## config.mk

```make
export PLATFORM = sky130hd
export DESIGN_NAME = dv_test_status_monitor
export DESIGN_NICKNAME = d
export VERILOG_FILES = /design/src/rtl/dv_test_status_monitor_pkg.sv /design/src/rtl/dv_test_status_monitor.sv
export SDC_FILE = /design/constraint.sdc
export NUM_CORES = 1
export LEC_CHECK = 0
export BUFFER_PORTS_ARGS = -buffer_cell sky130_fd_sc_hd__buf_2
export CORE_MARGIN = 2
export CORE_UTILIZATION = 30
export DETAILED_ROUTE_END_ITERATION = 8
export PLACE_DENSITY = 0.51
export SYNTH_ARGS = -nofsm -noshare
export SYNTH_HDL_FRONTEND = slang
export SYNTH_SLANG_ARGS = --single-unit
```

## constraint.sdc

```tcl
create_clock -name clk_i -period 3.7 [get_ports clk_i]
set_clock_uncertainty 0.15 [all_clocks]
set_input_delay 0.37 -clock clk_i [delete_from_list [all_inputs] [get_ports clk_i]]
set_output_delay 0.37 -clock clk_i [all_outputs]
set_load 0.03 [all_outputs]
```

## src/rtl/dv_test_status_monitor_pkg.sv

```systemverilog
// Shared types and signature constants for the console test-status monitor.
`timescale 1ns/1ps
package dv_test_status_monitor_pkg;

    typedef enum logic [1:0] {
        ST_LINE_START = 2'd0,
        ST_MATCH      = 2'd1,
        ST_SKIP       = 2'd2,
        ST_DONE       = 2'd3
    } state_e;

    localparam int unsigned SIG_LEN    = 18;
    localparam int unsigned PREFIX_LEN = 5;
    localparam int unsigned BRANCH_LEN = 13;

    localparam logic [8*PREFIX_LEN-1:0] PREFIX_STR = "TEST ";
    localparam logic [8*BRANCH_LEN-1:0] PASS_STR   = "PASSED CHECKS";
    localparam logic [8*BRANCH_LEN-1:0] FAIL_STR   = "FAILED CHECKS";

    localparam logic [7:0] CHAR_LF = 8'h0A;
    localparam logic [7:0] CHAR_CR = 8'h0D;
    localparam logic [7:0] CHAR_T  = 8'h54;
    localparam logic [7:0] CHAR_P  = 8'h50;
    localparam logic [7:0] CHAR_F  = 8'h46;

    function automatic logic is_eol(input logic [7:0] c);
        return (c == CHAR_LF) || (c == CHAR_CR);
    endfunction

    // Expected byte at signature position idx (0..17); branch bytes start at PREFIX_LEN.
    function automatic logic [7:0] sig_char(input logic [4:0] idx, input logic is_fail);
        int unsigned p;
        p = 32'(idx);
        if (p < PREFIX_LEN)
            return PREFIX_STR[8*(PREFIX_LEN-1-p) +: 8];
        else if (p < SIG_LEN)
            return is_fail ? FAIL_STR[8*(SIG_LEN-1-p) +: 8] : PASS_STR[8*(SIG_LEN-1-p) +: 8];
        return 8'h00;
    endfunction

endpackage

```

## src/rtl/dv_test_status_monitor.sv

```systemverilog
// Watches a console byte stream for the pass/fail signature lines and latches a
// sticky verdict, with an optional cycle timeout from reset release.
`timescale 1ns/1ps
module dv_test_status_monitor
    import dv_test_status_monitor_pkg::*;
#(
    parameter int unsigned TimeoutCycles = 0
) (
    input  logic       clk_i,
    input  logic       rst_ni,
    input  logic       char_valid_i,
    input  logic [7:0] char_i,
    output logic       done_o,
    output logic       passed_o,
    output logic       failed_o,
    output logic       timeout_o
);

    localparam bit          TIMEOUT_EN   = (TimeoutCycles != 0);
    localparam logic [31:0] TIMEOUT_LAST = 32'(TimeoutCycles) - 32'd1;

    state_e      r_state;
    logic [4:0]  r_index;
    logic        r_is_fail;
    logic [31:0] r_tmo_cnt;

    logic w_eol;
    logic w_byte_ok;
    logic w_sig_done;
    logic w_timeout_hit;

    always_comb begin
        // NOTE: every always_comb output gets a default first so no path can infer a latch.
        w_byte_ok = 1'b0;
        w_eol     = is_eol(char_i);
        if (r_index == 5'(SIG_LEN))
            w_byte_ok = w_eol;
        else if (r_index == 5'(PREFIX_LEN))
            w_byte_ok = (char_i == CHAR_P) || (char_i == CHAR_F);
        else
            w_byte_ok = (char_i == sig_char(r_index, r_is_fail));
    end

    assign w_sig_done    = (r_state == ST_MATCH) && char_valid_i &&
                           (r_index == 5'(SIG_LEN)) && w_eol;
    assign w_timeout_hit = TIMEOUT_EN && (r_state != ST_DONE) && (r_tmo_cnt == TIMEOUT_LAST);

    // NOTE: all state updates use non-blocking assignments so each register sees pre-edge values.
    always_ff @(posedge clk_i or negedge rst_ni) begin
        if (!rst_ni) begin
            r_state   <= ST_LINE_START;
            r_index   <= '0;
            r_is_fail <= 1'b0;
            r_tmo_cnt <= '0;
            done_o    <= 1'b0;
            passed_o  <= 1'b0;
            failed_o  <= 1'b0;
            timeout_o <= 1'b0;
        end else begin
            if (r_state != ST_DONE && r_tmo_cnt != '1)
                r_tmo_cnt <= r_tmo_cnt + 32'd1;

            case (r_state)
                ST_LINE_START: begin
                    if (char_valid_i) begin
                        if (char_i == CHAR_T) begin
                            r_state <= ST_MATCH;
                            r_index <= 5'd1;
                        end else if (!w_eol) begin
                            r_state <= ST_SKIP;
                        end
                    end
                end
                ST_MATCH: begin
                    if (char_valid_i) begin
                        if (w_byte_ok) begin
                            if (r_index == 5'(SIG_LEN)) begin
                                r_state  <= ST_DONE;
                                done_o   <= 1'b1;
                                passed_o <= !r_is_fail;
                                failed_o <= r_is_fail;
                            end else begin
                                r_index <= r_index + 5'd1;
                                if (r_index == 5'(PREFIX_LEN))
                                    r_is_fail <= (char_i == CHAR_F);
                            end
                        end else begin
                            // A terminator mid-line restarts matching immediately.
                            r_state <= w_eol ? ST_LINE_START : ST_SKIP;
                            r_index <= '0;
                        end
                    end
                end
                ST_SKIP: begin
                    if (char_valid_i && w_eol)
                        r_state <= ST_LINE_START;
                end
                default: ;
            endcase

            // A signature completing on the timeout cycle takes priority.
            if (w_timeout_hit && !w_sig_done) begin
                r_state   <= ST_DONE;
                done_o    <= 1'b1;
                timeout_o <= 1'b1;
            end
        end
    end

endmodule

```

# Word level (Yosys, flattened, before mapping)
# Index checks and enable logic that the tools add are counted.
# classes
n_eq_ne	17
n_bitwise	1
mux	27
magnitude_cmp	2
mul	0
div_mod_pow	0
n_reduce_logical	11
shift	3
add_sub_neg	3
# op_table
cell	n
104-bit by 33-bit indexed part select with 8-bit output, first input constant	2
8-bit two-way mux	6
40-bit by 33-bit indexed part select with 8-bit output, first input constant	1
5-bit two-way mux	5
8-bit by 7-bit equality test with 1-bit output, second input constant	3
8-bit by 4-bit equality test with 1-bit output, second input constant	2
2-bit two-way mux	8
5-bit one-hot mux with 2 select lines	1
5-bit AND reduction	2
8-bit equality test	1
2-bit inequality test, second input constant	4
1-bit two-way mux	6
3-bit inequality test, second input constant	2
2-bit one-hot mux with 3 select lines	1
6-bit AND reduction	1
3-bit by 5-bit subtractor with 6-bit output, first input constant	1
5-bit by 5-bit subtractor with 6-bit output, first input constant	1
5-bit by 1-bit adder with 5-bit output, second input constant	1
5-bit by 3-bit equality test with 1-bit output, second input constant	1
5-bit equality test, second input constant	1
5-bit by 3-bit less-than comparator with 1-bit output, second input constant	1
5-bit less-than comparator, second input constant	1
4-bit AND reduction	1
3-bit by 2-bit inequality test with 1-bit output, second input constant	1
9 further kinds	10
# totals
register_bits	11
mem_count	0
latchBits	0
ramBits	0
elab_cells	70
input_bits	11
romBits	0

# Longest topological paths before layout
# logic_depth
word_depth	14
ltp_mapped	12

# Worst setup path after synthesis
# No wires, ideal clock.
# synth_path
kind	register to register
from	register r_index[2]
to	register r_is_fail
slack_ns	0.351
stages_incl_launch_ff	13
setup_time_ns	0.129
period_less_slack_ns	3.349
path_buffers	2
arrival_ns	3.071
t_required_ns	3.421
path_cell_list	dfrtp_1 clkbuf_1 inv_1 ha_1 clkbuf_1 xor2_1 or4_1 a211o_1 o211ai_2 o2111ai_2 nor4_4 o2111ai_1 mux2i_1
# synth_between
elab_chain_len	12
word_cells_on_any_way	24
classes_between	2 x add/sub; 2 x order compare; 3 x eq/ne; 3 x shift; 12 x mux; 1 x bitwise; 1 x reduce/logical
# synth_lines
item	line_no	rtl
start, declared	dv_test_status_monitor.sv:23	logic [4:0] r_index;
start signal, assigned	dv_test_status_monitor.sv:83	r_index <= r_index + 5'd1;
5-bit by 5-bit subtractor with 6-bit output / 5-bit less-than comparator (equally long branches)	dv_test_status_monitor_pkg.sv:37, dv_test_status_monitor_pkg.sv:36	
104-bit by 33-bit indexed part select with 8-bit output / 1-bit two-way mux (equally long branches)	dv_test_status_monitor_pkg.sv:37, dv_test_status_monitor_pkg.sv:36	
8-bit two-way mux / 1-bit two-way mux (equally long branches)	dv_test_status_monitor_pkg.sv:37, dv_test_status_monitor_pkg.sv:34	
8-bit two-way mux / 1-bit two-way mux (equally long branches)	dv_test_status_monitor_pkg.sv:36, dv_test_status_monitor.sv:38	
8-bit two-way mux / 1-bit two-way mux (equally long branches)	dv_test_status_monitor_pkg.sv:34, dv_test_status_monitor.sv:36	
8-bit two-way mux	dv_test_status_monitor_pkg.sv:38	return 8'h00;
8-bit two-way mux	dv_test_status_monitor.sv:38	else if (r_index == 5'(PREFIX_LEN))
8-bit two-way mux	dv_test_status_monitor.sv:36	if (r_index == 5'(SIG_LEN))
8-bit equality test	dv_test_status_monitor.sv:41	w_byte_ok = (char_i == sig_char(r_index, r_is_fail));
1-bit two-way mux	dv_test_status_monitor.sv:38	
1-bit two-way mux	dv_test_status_monitor.sv:36	
5-bit AND reduction (no line) (*)	-	
end signal, assigned	dv_test_status_monitor.sv:85	r_is_fail <= (char_i == CHAR_F);
end, declared	dv_test_status_monitor.sv:24	logic r_is_fail;
# Mark *: on every way between the ends. The rest lies on a longest branch, timed or not. The select of a mux whose other input is x is not followed.
# A chain may end at the register's enable or synchronous reset.

# Worst setup path after layout
# layout_path
from	register r_index[1]
to	register r_is_fail
# The elaborated chain is that of the path after synthesis.

==> impl_metrics.toml <==
[cells_and_area]
final_nets = 243
synthToLayoutAreaGrowth_pct = 9.527
layout_common_cells = "nand2_1, nor2_1, buf_2, ha_1, dfrtp_1"
diodes = 0
final_common_cell = "nand2_1"
final_cells = 291
drive_gt1_frac = 0.1598
fillers = 587

[routing]
viasPerCell = 5.457
drc_errors = 0
routed-via-count = 1588
drt_iter0_drc = 102
routedWlPerCell_microns = 14.31
drt_wl_total_microns = 4165
first_pass_iters = 4
antenna_left = 0

[pwr]
powerDensity_nw_per_um2 = 398.8
p_leak_uw = 0.0007376
ir_drop_mv = 0.1991

[global_routing]
antenna_found_initial = 0
grt_pass1_wl_microns = 7017
gr-usage-met3 = 0.003448
grt_pass1_vias = 1495
use_met2 = 0.2265
grt_usage = 0.1375
grt_max_degree = 24
grt_busiest_layer = "met2"
grtUsageMet1 = 0.1969
grt_overflow_total = 0

[synth]
syn_nets = 235
syn_inst = 212
synth_edf_count = 0
yosys_warnings = 0
yosysUniqueCellTypes = 64
synth.avg_cell_area_sq_um = 7.867
syn_area_sq_um = 1668
ys.flop_type = "dfrtp_1"
seq_area_frac_synth = 0.1650
async_flop_share = 1.000
synth-seq-cells = 11

[critical_path]
slowest_stage = "ha_1"
cp-start-kind = "flop"
crit_fanout = 10
cp_data_required_time_ns = 3.66
cpPeakStageDelay_ns = 0.48
r2r_start = "r_index[1]"
rrSetupSlack_ns = 0.36
critPathCaptureType = "flop"
critPathLaunch = "r_index[1]"
path_cells = "inv_1 > ha_1 > xor2_1 > or4_1 > a211o_1 > o211ai_2 > o2111ai_2 > nor4_4 > o2111ai_1 > mux2i_1"
arrival_ns = 3.30
path_class = "flop to flop"

[clock_tree]
cts_buffers = 3
cts.sinks = 11
insertion_delay_ns = 0.23
cts_tree = "yes"
htreeDepth = 1
cts_resized = 0
cts_max_path_buffers = 2
postCtsSetupRepairBufs = 0
cts-root-buf = "clkbuf_8"
path_clk_slew_ns = 0.05

[worst_hold_path]
worstHoldPathType = "flop to flop"
min_from = "done_o"

[floorplan]
initial_core_util = 0.3066
dieHeight_microns = 78.56
fp.dieArea_sq_um = 6172
coreArea_sq_um = 5439
die_x_microns = 78.56
rows = 27
boundaryPins = 15

[timing]
finalMaxSlewViolations = 0
post-route-min-period_ns = 3.343
setup_viol_count_final = 0
fmax_mhz = 299.1
rsz0062_at_grt = "false"
fin_tns_setup_ns = 0
relSlewSlack = 0.5534
finalHoldViolCount = 0
worstMarginPinSlew_ns = 0.6699
fin_crit_sh = 0.9036

[flow_run]
maxCapViolCount = 0

[placed_design]
io_buffers = 13
gp_congestion = 0.8068
dp_cells = 286
dpl.hpwl_microns = 3192

[status]
status = "completed"
worst max-delay path, delay by kind of cell, from the launching register on:
| family | cells | cell delay [ns] |
|---|---|---|
| simple gates | 2 | 0.85 |
| flops | 1 | 0.42 |
| mux | 1 | 0.15 |
| compound gates | 4 | 0.77 |
| xor+xnor | 1 | 0.20 |
| fa+ha+maj | 1 | 0.48 |
| buf+inv | 1 | 0.19 |
logic make-up (layout without fill, tap and decap cells):
logic type	after synthesis	count (layout)	share of synthesized area
and+or+nand+nor	91	91	0.3181
AOI/OAI and AO/OA	57	57	0.2581
xor gates and xnor gates	9	9	0.05177
DFF	11	11	0.1650
buffers and inverters	24	31	0.07126
adders and majority gates	12	12	0.09002
muxes	7	7	0.04351
other	1	1	0.002248
cell type report:
| type | count | area, sq um | area share |
|---|---|---|---|
| Multi-Input combinational cell | 177 | 1274 | 0.6973 |
| Tap cell | 72 | 90.09 | 0.04932 |
| Clock buffer | 4 | 45.04 | 0.02466 |
| Inverter | 8 | 30.03 | 0.01644 |
| Sequential cell | 11 | 275.3 | 0.1507 |
| Timing Repair Buffer | 19 | 112.6 | 0.06164 |
timing repair:
item	CTS	global route
endpoints found under the setup margin	0	0
hold buffers	1	0
endpoints found under the hold margin	11	0
power breakdown:
| part | internal, uW | switching [uW] |
|---|---|---|
| Sequential | 133 | 9.21 |
| Clock | 75.4 | 41.7 |
| Combinational | 197 | 272 |
cells in the mapped netlist, drive strengths merged (3+ instances only):
master	instances	area, sq um
o211ai	3	27.52
o22ai	3	18.77
a21oi	10	50.05
nor3	6	35.03
inv	8	30.03
ha	12	150.1
mux2i	5	50.05
a311oi	4	35.03
o21ai	9	45.04
nor3b	3	22.52
nor2	14	52.55
dfrtp	11	275.3
nand2b	6	37.54
and3	6	37.54
o31ai	3	22.52
xor2	4	42.55
nor4	5	52.55
nand2	21	78.83
xnor2	5	43.79
nand3	8	40.04
or3	3	18.77
clkbuf	6	22.52
or4b	3	33.78
nand3b	3	22.52
a2111oi	3	38.79
nor2b	3	18.77
buf	10	66.30
or4	3	22.52
stage by stage:
stage	instance area [sq um]	hold WS, ns	total power, uW	setup slack, ns	utilization
final	1827	0.3144	728.5	0.3567	0.3359
after global placement	1772	0.09983	613.0	0.3547	0.3257
after CTS	1827	0.3194	730.7	0.3596	0.3359
after detailed placement	1772	0.1038	608.6	0.3742	0.3257
after floorplan	1668	-0.07559	526.8	0.3508	-
after global routing	1827	0.3404	788.2	0.02658	0.3359
routing by layer:
metal | part of all wire | up-vias
met5 | 0 | -
met1 | 0.52 | 750
li1 | - | 813
met3 | 0.014 | 6
met2 | 0.46 | 19
met4 | 0.011 | 0
path summary, 6_finish.rpt:
check	cells past startpoint	endpoint
worst max register to register	10	r_is_fail
worst min-delay path	1	done_o
max in group asynchronous	2	r_is_fail
min in group asynchronous	2	passed_o
worst max-delay path	10	r_is_fail
worst min register to register	1	done_o
state kept, by name, indices dropped and copies added (netlist names):
name,count
done_o,1
failed_o,1
passed_o,1
r_index,5
r_is_fail,1
r_state,2
Note: power is estimated with default switching activity, not from simulation.
